## src/rtl/serial_subtractor.sv

```systemverilog
// Bit-serial WIDTH-bit subtractor: diff = a - b - bin, one bit per clock, LSB first.
// Define SERIAL_SUB_OVF_EN to add the registered two's-complement overflow output ovf.
module serial_subtractor #(
    parameter int WIDTH = 4
) (
    input  logic             clk,
    input  logic             rst,
    input  logic             start,
    input  logic [WIDTH-1:0] a,
    input  logic [WIDTH-1:0] b,
    input  logic             bin,
    output logic             busy,
    output logic             done,
    output logic [WIDTH-1:0] diff,
    output logic             bout
`ifdef SERIAL_SUB_OVF_EN
    ,
    output logic             ovf
`endif
);

    localparam int CW = (WIDTH > 2) ? $clog2(WIDTH) : 1;
    localparam logic [CW-1:0] LAST = CW'(WIDTH - 1);

    typedef enum logic {
        IDLE = 1'b0,
        RUN  = 1'b1
    } state_t;

    state_t state, state_next;

    logic [WIDTH-1:0] a_sh;
    logic [WIDTH-1:0] b_sh;
    logic [WIDTH-1:0] res;
    logic [CW-1:0]    cnt;
    logic             br;
    logic             d_bit;
    logic             br_next;

    // Returns {borrow_out, difference} of one full-subtractor cell.
    function automatic logic [1:0] full_sub(input logic x, input logic y, input logic bi);
        logic d;
        logic bo;
        d  = x ^ y ^ bi;
        bo = (~x & y) | (~(x ^ y) & bi);
        return {bo, d};
    endfunction

    assign {br_next, d_bit} = full_sub(a_sh[0], b_sh[0], br);
    assign busy = (state == RUN);

    always_ff @(posedge clk) begin
        if (rst) state <= IDLE;
        else     state <= state_next;
    end

    always_comb begin
        state_next = state;
        case (state)
            IDLE: if (start) state_next = RUN;
            RUN:  if (cnt == LAST) state_next = IDLE;
            default: state_next = IDLE;
        endcase
    end

    always_ff @(posedge clk) begin
        if (rst) begin
            a_sh <= '0;
            b_sh <= '0;
            res  <= '0;
            cnt  <= '0;
            br   <= 1'b0;
            done <= 1'b0;
            diff <= '0;
            bout <= 1'b0;
`ifdef SERIAL_SUB_OVF_EN
            ovf  <= 1'b0;
`endif
        end else begin
            done <= 1'b0;
            case (state)
                IDLE: begin
                    if (start) begin
                        a_sh <= a;
                        b_sh <= b;
                        br   <= bin;
                        cnt  <= '0;
                    end
                end
                RUN: begin
                    // Result bits enter at the MSB so the LSB lands at bit 0 after WIDTH shifts.
                    res  <= {d_bit, res[WIDTH-1:1]};
                    a_sh <= a_sh >> 1;
                    b_sh <= b_sh >> 1;
                    br   <= br_next;
                    cnt  <= cnt + 1'b1;
                    if (cnt == LAST) begin
                        diff <= {d_bit, res[WIDTH-1:1]};
                        bout <= br_next;
                        done <= 1'b1;
`ifdef SERIAL_SUB_OVF_EN
                        // br here is the borrow into the MSB.
                        ovf  <= br ^ br_next;
`endif
                    end
                end
                default: ;
            endcase
        end
    end

endmodule

```

## config.mk

```make
export PLATFORM = sky130hd
export DESIGN_NAME = serial_subtractor
export DESIGN_NICKNAME = d
export VERILOG_FILES = /design/src/rtl/serial_subtractor.sv
export SDC_FILE = /design/constraint.sdc
export NUM_CORES = 1
export LEC_CHECK = 0
export CELL_PAD_IN_SITES_DETAIL_PLACEMENT = 0
export CELL_PAD_IN_SITES_GLOBAL_PLACEMENT = 1
export CORE_AREA = 2 2 56 58
export DETAILED_ROUTE_END_ITERATION = 6
export DIE_AREA = 0 0 58 60
export HOLD_SLACK_MARGIN = 0.15
export PLACE_DENSITY_LB_ADDON = 0.2
export RECOVER_POWER = 50
export SLEW_MARGIN = 30
export SYNTH_ARGS = -nofsm -noshare
export SYNTH_HDL_FRONTEND = slang
export SYNTH_SLANG_ARGS = --single-unit
```

## constraint.sdc

```tcl
create_clock -name clk -period 1.2 [get_ports clk]
set_clock_uncertainty 0.15 [all_clocks]
set_input_delay 0.36 -clock clk [delete_from_list [all_inputs] [get_ports clk]]
set_output_delay 0.36 -clock clk [all_outputs]
set_load 0.05 [all_outputs]
```

# == Word level (Yosys, flattened, before mapping) ==
# Cells that the tools add are included.
# totals
elab_cells,34
register_bits,22
input_bits,12
# op_classes
bitwise_logic,8
reduce_logical,2
mux,12
n_addsub,1
n_eq_ne,2
# ops
operator,n
case mux 4 bit (2 select lines),2
two-way mux 4 bit,2
two-way mux 1 bit,4
case mux 1 bit (2 select lines),2
case mux 2 bit (2 select lines),1
NOT 1 bit,3
adder 2 x 1 -> 2 bit (second input constant),1
bitwise AND 1 bit,2
equality test 2 bit (second input constant),1
two-way mux 2 bit,1
inequality test 2 bit (second input constant),1
AND reduction 2 bit,1
OR reduction 2 bit,1
bitwise XOR 1 bit,2
OR 1 bit,1

# == Depth between registers and ports, before layout ==
# logic_depth
ltp_word,5
mapped_depth,4

# == Least setup slack after synthesis ==
# No wires, ideal clock.
# synth_path
path_type,register -> register
startpoint,"register state, in the netlist busy"
endpoint,register bout
t_arrival_ps,1207
slack_ps,-248
setup_time_ps,91
t_required_ps,959
path_stages_with_launch,4
path_buffers,1
cell_sequence,dfxtp_1 buf_4 a21oi_1 a311oi_1
# synth_via
elab_chain_cells,1
# synth_rtl
item,line,source
start: declaration,30,"state_t state, state_next;"
start signal: assignment,54,else state <= state_next;
AND reduction 2 bit (no source line),--,
end signal: assignment,99,bout <= br_next;
end: declaration,15,output logic bout
# No other way between the ends.
# A chain may end at the register's enable or synchronous reset.

# == Worst setup path in the final report ==
# layout_path
startpoint,"register state, in the netlist busy"
endpoint,output busy
# layout_rtl
item,line,source
end: declaration,12,"output logic busy,"
# No word-level cell between the ends.

==> impl_metrics.json <==
{
  "mostFrequentLayoutCells": "mux2i_1, dfxtp_1, dfxtp_2, clkdlybuf4s50_1, buf_12",
  "core_um2": 2900,
  "hpwlAfterDp_um": 1210,
  "total_power_uw": 1380,
  "cp_cell_sequence": "buf_12",
  "syn_inst": 88,
  "synth_seq_cells": 21,
  "drc": 0,
  "tightest_slew_ps": 185,
  "die_h_um": 60,
  "die-area_um2": 3480,
  "grtUsageTotal": 0.124,
  "hold_path.class": "reg2reg",
  "rrSetupSlack_ps": -130,
  "r2r_end": "diff[3]$_SDFFE_PP0P_",
  "clk_pin_slew_ps": 110,
  "cts_hold_buf": 0,
  "crit_path_end_kind": "output pin",
  "grt_max_degree": 19,
  "holdPathStages": 2,
  "vias": 719,
  "area_growth_pct": 59.7,
  "slew_headroom": 0.873,
  "timing.rr.start": "b_sh[0]$_SDFFE_PP0P_",
  "routabilityCongestion": 0.684,
  "drive_gt1_frac": 0.491,
  "place_inst": 139,
  "grt_pass1_wl_um": 3290,
  "synth.distinct_cells": 22,
  "clk_latency_ps": 300,
  "wl_per_cell_um": 13.4,
  "drv_cap": 0,
  "crit_buf_inv": 1,
  "crit_family": "flip-flops",
  "seqCellArea_um2": 437,
  "ys_seq_area_frac": 0.468,
  "setup_violations": 19,
  "fmax_mhz": 751,
  "netlist_area_um2": 898,
  "firstDrtPassIters": 4,
  "yosysWarnings": 0,
  "hold_end": "diff[1]$_SDFFE_PP0P_",
  "initial_core_util": 0.309,
  "setup_tns_ps": -1420,
  "ff2ff_path_depth": 4,
  "final_nets": 131,
  "finalNonFillerCells": 149,
  "syn_nets": 102,
  "wirelength_um": 1990,
  "clockRootBuffer": "clkbuf_4",
  "layout_commonest_cell": "mux2i_1",
  "startpoint_type": "register",
  "worstPathArrival_ps": 820,
  "outcome": "finished, violations left",
  "antenna_found_initial": 0,
  "io_buffers": 18,
  "cts_tree": "yes",
  "rows": 20,
  "grt.overflow.total": 0,
  "fin_crit_sh": 1.11,
  "path_class": "reg2out",
  "boundaryPins": 19,
  "htree_levels": 1,
  "diodes": 0,
  "power_density_nw_per_um2": 963,
  "cts_sinks": 21,
  "numCtsBuffers": 3,
  "rsz0062_at_grt": "true",
  "postRouteAntennaNets": 0,
  "die_w_um": 58,
  "slowest_delay_ps": 380,
  "leakagePower_uw": 0.000548,
  "multiInputGateArea_um2": 505,
  "violations": "negative setup slack",
  "hp-start": "res[2]$_SDFFE_PP0P_",
  "vdd_drop_max_v": 0.000789,
  "min_period_ps": 1330,
  "finalHoldViolCount": 0,
  "cp.required_ps": 690,
  "grt_pass1_vias": 733,
  "fin_ws_ps": -132,
  "post-place-ws_ps": -489,
  "cts_buffer_depth": 2,
  "viasPerCell": 4.83,
  "fillers": 281,
  "crit_path_max_fanout": 2,
  "synth.avg_cell_area_um2": 10.2,
  "slowest_stage": "dfxtp_4",
  "slew_viol_final": 0,
  "drt-initial-drc-count": 10
}
## flip-flops by register name, indices dropped and copies added, names as in the netlist
signal / count
a_sh: 4
b_sh: 4
bout: 1
br: 1
busy: 1
cnt: 2
diff: 4
done: 1
res: 3
## final cells by class
class | instances | share of cell area
clock buffers | 4 | 0.0183
inverters | 3 | 0.0105
multi-input cells | 57 | 0.352
flip-flops and latches | 21 | 0.304
well taps | 33 | 0.0288
repair buffers | 31 | 0.286
## metal layers
metal | routed length (µm) | vias to the layer above | share of wire | global-route usage
met1 | 965 | 340 | 0.48 | 0.164
li1 | - | 365 | - | -
met2 | 938 | 12 | 0.47 | 0.193
met4 | 10 | 0 | 0.0050 | 0.0299
met5 | 0 | - | 0 | 0
met3 | 79 | 2 | 0.040 | 0.0455
## synthesized netlist by cell type
cell type   n  area [µm²]
nand2b_1    1        6.26
fa_1        1        20.0
a211oi_1    7        52.6
a21o_1      1        7.51
or3b_2      1        8.76
nor2b_1     6        37.5
clkbuf_1    2        7.51
a21oi_1     8        40.0
a21bo_2     4        40.0
nor3_1      2        10.0
or3b_1      1        8.76
a311oi_1    1        8.76
buf_6       2        22.5
mux2i_1    12         120
inv_1       3        11.3
buf_4       1        7.51
dfxtp_1    21         420
nand3_1     4        20.0
nor2_1      5        18.8
ha_1        1        12.5
buf_2       2        10.0
nand2_1     2        7.51
## report_power, final
group / switching (µW) / internal [µW]
combinational: 127 / 159
sequential: 27.7 / 734
clock: 205 / 130
## how the worst max path moves through the flow
stage                                       to               from  cells past startpoint
after floorplan            res[3]$_SDFFE_PP0P_    br$_SDFFE_PP0P_                      4
after global placement    a_sh[2]$_SDFFE_PP0P_              start                      4
after detailed placement  a_sh[2]$_SDFFE_PP0P_              start                      4
after CTS                                 bout  bout$_SDFFE_PP0P_                      1
after global routing      diff[3]$_SDFFE_PP0P_    br$_SDFFE_PP0P_                      4
final                                     busy    busy$_SDFF_PP0_                      1
## cells by family (layout without fill, tap and decap cells)
group                    after synthesis  count (layout)  share of synthesized area
AO/OA/AOI/OAI                         21              21                      0.166
adder cells (fa/ha/maj)                2               2                     0.0362
buffers and inverters                 10              38                     0.0655
flip-flops                            21              21                      0.468
multiplexers                          12              12                      0.134
AND/OR/NAND/NOR                       22              22                      0.131
## metrics by stage
step,utilization,hold slack (ps),instance area (µm²)
after global placement,0.419,310,1220
after floorplan,-,298,913
after global routing,0.494,362,1440
after CTS,0.459,332,1330
final,0.494,332,1440
after detailed placement,0.419,316,1220
## repair_timing
| item | 4_1_cts | 5_1_grt |
|---|---|---|
| setup endpoints to repair | 24 | 24 |
| buffers inserted | 1 | 3 |
| gates cloned | 2 | 1 |
| gates resized for setup | 22 | 17 |
| pin swaps | 6 | 7 |
Power figures use the tool's default switching activity.
